File: src/rtl/mem_ctrl.sv
// Sequencer for a single-port bitcell array: SETUP/STROBE/HOLD write and SETUP/SAMPLE read.
// Define MEM_CTRL_WRITE_VERIFY_EN to read each written row back and flag mismatches on err.
module mem_ctrl #(
  parameter int ADDR_W     = 2,
  parameter int DATA_W     = 4,
  parameter int STROBE_CYC = 1
) (
  input  logic                   clk,
  input  logic                   rst,
  input  logic                   req,
  input  logic                   we,
  input  logic [ADDR_W-1:0]      addr,
  input  logic [DATA_W-1:0]      wdata,
  output logic                   ack,
  output logic                   busy,
  output logic [DATA_W-1:0]      rdata,
  output logic                   err,
  output logic [2**ADDR_W-1:0]   sel,
  output logic                   rw,
  output logic [DATA_W-1:0]      din,
  input  logic [DATA_W-1:0]      dout
);

  localparam int ROWS = 2**ADDR_W;
  localparam logic [3:0] CNT_LAST = 4'(STROBE_CYC - 1);

`ifdef MEM_CTRL_WRITE_VERIFY_EN
  typedef enum logic [2:0] {IDLE, SETUP, STROBE, HOLD, SAMPLE, VERIFY, DONE} state_t;
`else
  typedef enum logic [2:0] {IDLE, SETUP, STROBE, HOLD, SAMPLE, DONE} state_t;
`endif

  state_t              state_q, state_d;
  logic [3:0]          cnt_q;
  logic                we_q;
  logic [ADDR_W-1:0]   addr_q;
  logic [DATA_W-1:0]   wdata_q;

  // Outputs are registered from the next state, so the accepting edge must
  // see the live request fields rather than the not-yet-latched copies.
  logic                cur_we;
  logic [ADDR_W-1:0]   cur_addr;
  logic [DATA_W-1:0]   cur_wdata;
  logic                active;
  logic [ROWS-1:0]     sel_d;
  logic [DATA_W-1:0]   din_d;

  assign cur_we    = (state_q == IDLE) ? we    : we_q;
  assign cur_addr  = (state_q == IDLE) ? addr  : addr_q;
  assign cur_wdata = (state_q == IDLE) ? wdata : wdata_q;

  always_comb begin
    state_d = state_q;
    case (state_q)
      IDLE:   if (req) state_d = SETUP;
      SETUP:  state_d = we_q ? STROBE : SAMPLE;
      STROBE: if (cnt_q == CNT_LAST) state_d = HOLD;
`ifdef MEM_CTRL_WRITE_VERIFY_EN
      HOLD:   state_d = VERIFY;
      VERIFY: state_d = DONE;
`else
      HOLD:   state_d = DONE;
`endif
      SAMPLE: state_d = DONE;
      DONE:   state_d = IDLE;
      default: state_d = IDLE;
    endcase
  end

  always_comb begin
    active = (state_d != IDLE) && (state_d != DONE);
    sel_d  = '0;
    din_d  = '0;
    if (active) begin
      sel_d = {{(ROWS-1){1'b0}}, 1'b1} << cur_addr;
      if (cur_we) din_d = cur_wdata;
    end
  end

  always_ff @(posedge clk) begin
    if (rst) begin
      state_q <= IDLE;
      cnt_q   <= '0;
      we_q    <= 1'b0;
      addr_q  <= '0;
      wdata_q <= '0;
      ack     <= 1'b0;
      busy    <= 1'b0;
      sel     <= '0;
      rw      <= 1'b0;
      din     <= '0;
      rdata   <= '0;
    end else begin
      state_q <= state_d;
      if (state_q == IDLE && req) begin
        we_q    <= we;
        addr_q  <= addr;
        wdata_q <= wdata;
      end
      cnt_q <= (state_q == STROBE) ? cnt_q + 4'd1 : 4'd0;
      ack   <= (state_d == DONE);
      busy  <= (state_d != IDLE);
      sel   <= sel_d;
      rw    <= (state_d == STROBE);
      din   <= din_d;
      if (state_q == SAMPLE) rdata <= dout;
    end
  end

`ifdef MEM_CTRL_WRITE_VERIFY_EN
  // err is only ever high alongside ack; reads and clean writes leave it low.
  always_ff @(posedge clk) begin
    if (rst) err <= 1'b0;
    else     err <= (state_q == VERIFY) && (dout != wdata_q);
  end
`else
  assign err = 1'b0;
`endif

endmodule

File: config.mk
export PLATFORM = sky130hd
export DESIGN_NAME = mem_ctrl
export DESIGN_NICKNAME = d
export VERILOG_FILES = /design/src/rtl/mem_ctrl.sv
export SDC_FILE = /design/constraint.sdc
export NUM_CORES = 1
export LEC_CHECK = 0
export CAP_MARGIN = 30
export CORE_MARGIN = 5
export CORE_UTILIZATION = 45
export CTS_CLUSTER_SIZE = 12
export DETAILED_ROUTE_END_ITERATION = 7
export PLACE_DENSITY = 0.79
export REMOVE_ABC_BUFFERS = 1
export SLEW_MARGIN = 20
export SYNTH_ARGS = -nofsm -noshare
export SYNTH_HDL_FRONTEND = slang
export SYNTH_SLANG_ARGS = --single-unit
File: constraint.sdc
create_clock -name clk -period 1.6 [get_ports clk]
set_input_delay 0.24 -clock clk [delete_from_list [all_inputs] [get_ports clk]]
set_output_delay 0.24 -clock clk [all_outputs]
set_load 0.05 [all_outputs]
==> results of run 1 <==
## flip-flops by register name, indices dropped and copies added (netlist names)
signal   count
rw           1
wdata_q      4
din          4
sel          4
busy         1
addr_q       2
we_q         1
state_q      3
rdata        4
cnt_q        4
ack          1
## Yosys cell counts, types with 3 or more instances
master	number	area share, %
nor2_1	18	5.8
dfxtp_1	29	50
mux2i_1	11	9.5
nand3b_1	5	3.2
buf_2	3	1.3
a21oi_1	8	3.4
inv_1	3	0.97
nand3_1	11	4.7
nor3_1	3	1.3
## path summary, 6_finish.rpt
kind / slack [ps] / endpoint
worst min register to register: 480 / cnt_q[0]
worst max-delay path: 200 / sel[0]
worst max register to register: 200 / sel[0]
worst min-delay path: 480 / cnt_q[0]
## kinds of logic after synthesis
kind of cell | after synthesis
xor+xnor | 2
other cells | 1
compound gates | 15
flops | 29
buf+inv | 11
fa+ha+maj | 2
simple gates | 50
mux | 11
## cell type report
| class | count | area, µm² |
|---|---|---|
| Sequential cell | 29 | 581 |
| Tap cell | 30 | 37.5 |
| Timing Repair Buffer | 34 | 288 |
| Inverter | 3 | 11.3 |
| Multi-Input combinational cell | 81 | 528 |
| Clock buffer | 8 | 48.8 |
| Fill cell | 230 | 983 |
## layer usage
layer	part of all wire, %	vias to the layer above	track usage [%]
met5	0	-	0
met4	2.0	0	7.74
met3	5.9	8	5.74
met2	50	26	25.2
met1	42	448	16.9
li1	-	479	-
## critical path, cell delays in order, from the launching register on
cell and delay, ps:
dfxtp_1 420, or3_4 480, or3_1 340, a21oi_2 110
## layout by cell type (no fill, tap or decap), types with 2 or more instances in the layout
cell type        instances
inv_1                    3
or3_1                    2
dfxtp_1                 29
nand2_1                  2
clkdlybuf4s50_1         13
buf_4                   21
nand3_1                 11
ha_1                     2
nor2_1                  18
mux2i_1                 11
nor3_1                   2
nand3b_1                 5
clkbuf_4                 5
clkbuf_1                 3
a21oi_1                  8
nand2b_1                 2
## power breakdown
part           leakage, nW  total [mW]  switching (mW)  internal [mW]
Combinational        0.335       0.320           0.183          0.137
Sequential           0.236       0.796          0.0345          0.762
Clock               0.0265       0.410           0.235          0.175
## through the flow
stage	std cells	TNS, ps
3_3_place_gp	177	0
6_report	185	0
4_1_cts	185	0
3_5_place_dp	177	0
2_1_floorplan	113	-2860
5_1_grt	185	0
## what timing repair did
item / in CTS / in global routing
gates resized for setup: 0 / 1
endpoints found under the setup margin: 0 / 8
hold buffers: 0 / 0
==> results.yml, run 1 <==
setup_path:
  end_kind: "register"
  crit_fanout: 10
  critPathRequiredTime_ps: 1860
  start_kind: "register"
  reg2reg_from: "state_q[0]"
  critical_path_class: "register to register"
  cp.arrival_ps: 1660
  cp-startpoint: "state_q[0]"
  reg2reg_depth: 3
synthesis:
  synth.mux.area_fraction_pct: 9.48
  netlist_instances: 121
  ys_ff_latch: 29
  synth_top_family_by_area: "simple AND/OR/NAND/NOR gates"
  ys.warnings.count: 0
  yosysSeqAreaShare_pct: 50.0
  syn_area_um2: 1160
  ys_types: 33
  synth-edff-count: 0
  synth_compound_area_share_pct: 8.08
  synth_xor_area_share_pct: 1.51
  synth-simple-area-share_pct: 23.0
  ys.flop_type: "dfxtp_1"
  syn_area_per_cell_um2: 9.60
  async_reset_ff_share_pct: 0
  synth_fa_ha_area_share_pct: 2.16
global_route:
  first_global_vias: 1018
  grtUsageTotal_pct: 15.2
  antenna_found_initial: 0
  grt.overflow.total: 0
  grt_max_degree: 16
  grt_pass1_wl_um: 4130
floorplanning:
  coreArea_um2: 2480
  num_io_pins: 30
  die_x_um: 60.8
  rows: 18
  start_util_pct: 46.9
  die_area_um2: 3700
  die_h_um: 60.8
routing:
  wire_per_inst_um: 12.7
  drt-total-wl_um: 2360
  antenna_left: 0
  firstDrtPassIters: 4
  drc: 0
  vias_per_cell: 5.19
  vias: 961
  drt_iter0_drc: 22
power:
  power_mw: 1.53
  peakVddDrop_uv: 656
  cellPowerDensity_nw_per_um2: 1020
  power_leakage_nw: 0.598
finish:
  design_area_um2: 1490
  utilization_pct: 60.3
  syn2layout_area_growth_pct: 28.7
  final_nets: 170
  num_antenna_cells: 0
  layout-drive-gt1-share_pct: 20.6
sta:
  worst_slew_pin_slew_ps: 511
  hold_slack_ps: 478
  fin_crit_ps: 1400
  achievable-frequency_mhz: 713
  post-route-period-util_pct: 87.7
  rsz0062_at_grt: "no"
  skew_ps: 4.21
  setup_violations: 0
  timing.final.max_slew_violations: 0
  timing.final.ws_setup_ps: 197
  hold_violations: 0
  relSlewSlack_pct: 65.7
place:
  gp_congestion: 0.811
  pre_cts_ws_ps: 55.5
  dpl.hpwl_um: 1710
  io_buffers: 28
  place_area_um2: 1440
cts:
  clk_pin_slew_worst_paths_ps: 80
  clock_latency_ps: 320
  numCtsBuffers: 5
  cts_root_buf: "clkbuf_4"
  cts_tree: "yes"
  htree_levels: 2
  cts_setup_buffers: 0
  clock_sinks: 29
  ctsLongestPathBuffers: 2
hold_path:
  min_from: "cnt_q[0]"
  hold_class: "register to register"
  min_path_cells: 1
run_status:
  status: "complete, no violations"
job:
  maxCapViolCount: 0
(Power assumes the default switching activity.)
==> run 2: changes to the inputs <==
CAP_MARGIN = 20   (was 30)
PLACE_DENSITY = default   (was 0.79)
PLACE_DENSITY_LB_ADDON = 0.25   (was default)
RECOVER_POWER = 25   (was default)
==> run 2 against run 1 <==
Compared with the run above:
- global-route usage hardly changed
- clock-buffer cell count is 1 lower
- utilization is 1.2 points lower
- critical path depth stayed put
- worst setup slack worse by 6.6 ps
- critical endpoint unchanged
- wire length is 2.3% higher
- non-clock buffer count stayed put
- clock power is 3% higher
- hold slack worse by 2.5 ps
==> results.yml, run 2 (same netlist as run 1, synthesis figures left out) <==
global_route:
  first_global_vias: 952
  busiest_layer: "met2"
  grt_pass1_wl_um: 4090
  use_met3_pct: 5.32
  grt_max_degree: 16
  use_met1_pct: 17.2
  antenna_found_initial: 0
  grt.overflow.total: 0
  grtUsageTotal_pct: 15.2
  met2_usage_pct: 25.3
floorplanning:
  rows: 18
  num_io_pins: 30
  die_x_um: 60.8
  die_h_um: 60.8
  coreArea_um2: 2480
  die_area_um2: 3700
  start_util_pct: 46.9
routing:
  drc: 0
  vias_per_cell: 5.18
  drt_iter0_drc: 26
  vias: 954
  firstDrtPassIters: 4
  drt-total-wl_um: 2410
  antenna_left: 0
  wire_per_inst_um: 13.1
sta:
  timing.final.max_slew_violations: 0
  timing.final.ws_setup_ps: 190
  worst_slew_pin_slew_ps: 600
  fin_crit_ps: 1410
  relSlewSlack_pct: 60.2
  setup_tns_ps: 0
  achievable-frequency_mhz: 709
  rsz0062_at_grt: "no"
  hold_slack_ps: 476
  skew_ps: 3.46
  setup_violations: 0
  hold_violations: 0
  post-route-period-util_pct: 88.1
finish:
  layout.cells.non_filler: 184
  syn2layout_area_growth_pct: 26.2
  num_antenna_cells: 0
  layout-drive-gt1-share_pct: 15.6
  final_cell_mix: "29 x dfxtp_1, 18 x nor2_1, 13 x clkdlybuf4s50_1, 13 x buf_4"
  layout.cells.most_common: "dfxtp_1"
  final_nets: 170
power:
  power_mw: 1.54
  cellPowerDensity_nw_per_um2: 1050
  power_leakage_nw: 0.568
  peakVddDrop_uv: 772
setup_path:
  cp_slowest_stage_delay_ps: 480
  path_delay_family: "simple AND/OR/NAND/NOR gates"
  end_kind: "register"
  start_kind: "register"
  critical_path_class: "register to register"
  cp.arrival_ps: 1660
  slowest_stage: "or3_4"
  critPathRequiredTime_ps: 1850
  path_buf_inv: 0
  crit_fanout: 10
  crit_chain: "or3_4, or3_1, a21oi_2"
run_status:
  status: "complete, no violations"
place:
  dp.cells: 177
  gp_congestion: 0.715
  dpl.hpwl_um: 1820
  io_buffers: 28
  pre_cts_ws_ps: 33.7
hold_path:
  hold_class: "register to register"
cts:
  clock_sinks: 29
  cts_resized: 0
  clock_latency_ps: 300
  numCtsBuffers: 5
  ctsLongestPathBuffers: 2
  cts_root_buf: "clkbuf_4"
  htree_levels: 2
  cts_setup_buffers: 0
  cts_tree: "yes"
  cts_hold_buf: 0
  clk_pin_slew_worst_paths_ps: 80
job:
  maxCapViolCount: 0
[run 2: tightest hold or removal path, stage by stage, from the launching register on]
cell     delay [ps]
dfxtp_1         310
nand3_1          60
a21oi_1          60
[run 2: power by group]
group	switching (mW)	internal [mW]
combinational	0.187	0.131
clock	0.216	0.207
sequential	0.0339	0.762
[run 2: layout make-up]
| class | instances | area, µm² |
|---|---|---|
| flip-flops and latches | 29 | 581 |
| repair buffers | 34 | 258 |
| clock buffers | 7 | 55.1 |
| fillers | 242 | 1010 |
| well taps | 30 | 37.5 |
| multi-input cells | 81 | 523 |
| inverters | 3 | 11.3 |
[run 2: worst paths after layout]
| path | from | endpoint | slack [ps] | cells past startpoint |
|---|---|---|---|---|
| min | wdata_q[2] | din[2] | 480 | 2 |
| max | state_q[0] | sel[0] | 190 | 3 |
| min reg2reg | wdata_q[2] | din[2] | 480 | 2 |
| max reg2reg | state_q[0] | sel[0] | 190 | 3 |
[run 2: metal layers]
metal	vias to the layer above	wire length (µm)
li1	480	-
met1	447	1020
met2	23	1200
met3	4	157
met4	0	32
met5	-	0
[run 2: through the flow]
| step | instance area (µm²) | util (%) |
|---|---|---|
| CTS | 1500 | 60.4 |
| detailed placement | 1440 | 58.1 |
| global placement | 1440 | 58.1 |
| global route | 1470 | 59.1 |
| finish | 1470 | 59.1 |
| floorplan | 1110 | - |
==> run 3: changes to the inputs <==
MAX_ROUTING_LAYER = met4   (was default)
==> run 3 against run 2 <==
Compared with the run above:
- final cell count did not move
- clock power barely moved
- highest routed layer unchanged
- die area did not move
- largest cell class unchanged
- global-route usage rose by 0.71 points
- clock-buffer cell count did not move
- first-iteration DRC count did not move
==> results.yml, run 3 (same netlist as run 1, synthesis figures left out) <==
hold_path:
  min_from: "wdata_q[2]"
  hold_class: "register to register"
cts:
  numCtsBuffers: 5
  ctsLongestPathBuffers: 2
  cts_tree: "yes"
  cts_root_buf: "clkbuf_4"
  clock_latency_ps: 300
  cts_setup_buffers: 0
  clk_pin_slew_worst_paths_ps: 80
  cts_resized: 0
  htree_levels: 2
  clock_sinks: 29
  cts_hold_buf: 0
finish:
  final_cell_mix: "29 x dfxtp_1, 18 x nor2_1, 13 x clkdlybuf4s50_1, 13 x buf_4"
  num_antenna_cells: 0
  n_fill_cell: 242
  syn2layout_area_growth_pct: 26.2
  final_nets: 170
  multiInputGateArea_um2: 523
  utilization_pct: 59.1
  layout-drive-gt1-share_pct: 15.6
  area.sequential_um2: 581
  layout.cells.most_common: "dfxtp_1"
sta:
  timing.final.max_slew_violations: 0
  post-route-period-util_pct: 87.6
  worst_slew_pin_slew_ps: 600
  achievable-frequency_mhz: 713
  setup_violations: 0
  rsz0062_at_grt: "no"
  hold_violations: 0
  fin_crit_ps: 1400
  hold_slack_ps: 476
  relSlewSlack_pct: 60.2
  skew_ps: 3.91
setup_path:
  slowest_stage: "or3_4"
  path_delay_family: "simple AND/OR/NAND/NOR gates"
  critPathRequiredTime_ps: 1840
  crit_chain: "or3_4, or3_1, a21oi_2"
  start_kind: "register"
  end_kind: "register"
  critical_path_class: "register to register"
  cp_slowest_stage_delay_ps: 480
  cp.arrival_ps: 1650
  path_buf_inv: 0
  cp-startpoint: "state_q[0]"
  reg2reg_from: "state_q[0]"
  crit_fanout: 10
global_route:
  antenna_found_initial: 0
  first_global_vias: 949
  grtUsageTotal_pct: 15.9
  grt_max_degree: 16
  grt_pass1_wl_um: 4130
  grt.overflow.total: 0
routing:
  vias_per_cell: 5.16
  firstDrtPassIters: 4
  antenna_left: 0
  drt_iter0_drc: 26
  drc: 0
  drt-total-wl_um: 2390
  vias: 949
  wire_per_inst_um: 13.0
floorplanning:
  num_io_pins: 30
  rows: 18
  die_x_um: 60.8
  start_util_pct: 46.9
  die_area_um2: 3700
  coreArea_um2: 2480
  die_h_um: 60.8
power:
  power_leakage_nw: 0.568
  power_mw: 1.54
  peakVddDrop_uv: 776
  cellPowerDensity_nw_per_um2: 1050
place:
  dpl.hpwl_um: 1820
  gp_congestion: 0.724
  io_buffers: 28
job:
  maxCapViolCount: 0
run_status:
  status: "complete, no violations"
## run 3: cell counts in the layout (fill, tap and decap cells not counted)
Identical to the previous run, type by type.
## run 3: where the power goes
group	switching, mW	internal, mW
clock	0.216	0.207
combinational	0.186	0.131
sequential	0.0336	0.762
## run 3: layout make-up
type	instances	share of cell area [%]
well taps	30	2.56
repair buffers	34	17.6
clock buffers	7	3.76
multi-input cells	81	35.7
inverters	3	0.769
flip-flops and latches	29	39.6
## run 3: final timing paths
path,depth (start not counted),slack (ps),end
setup / recovery,3,200,sel[0]
hold / removal,2,480,din[2]
setup reg to reg,3,200,sel[0]
hold reg to reg,2,480,din[2]
## run 3: per-layer routing
layer	vias to the layer above	global-route usage, %	part of all wire, %
met5	-	-	0
li1	480	-	-
met3	2	6.38	5.3
met2	20	25.3	51
met1	447	18.0	43
met4	0	5.57	0.71
## run 3: through the flow
step	instances	TNS, ps	setup WS, ps	cell area (µm²)
floorplan	113	-2860	-409	1110
global placement	177	0	113	1440
detailed placement	177	0	33.7	1440
CTS	184	0	190	1500
global route	184	0	114	1470
finish	184	0	198	1470
## run 3: worst reg2reg max path, delay by kind of cell (launching register included)
family / cells / cell delay [ps]
and+or+nand+nor: 2 / 820
DFF: 1 / 410
AOI/OAI and AO/OA: 1 / 120
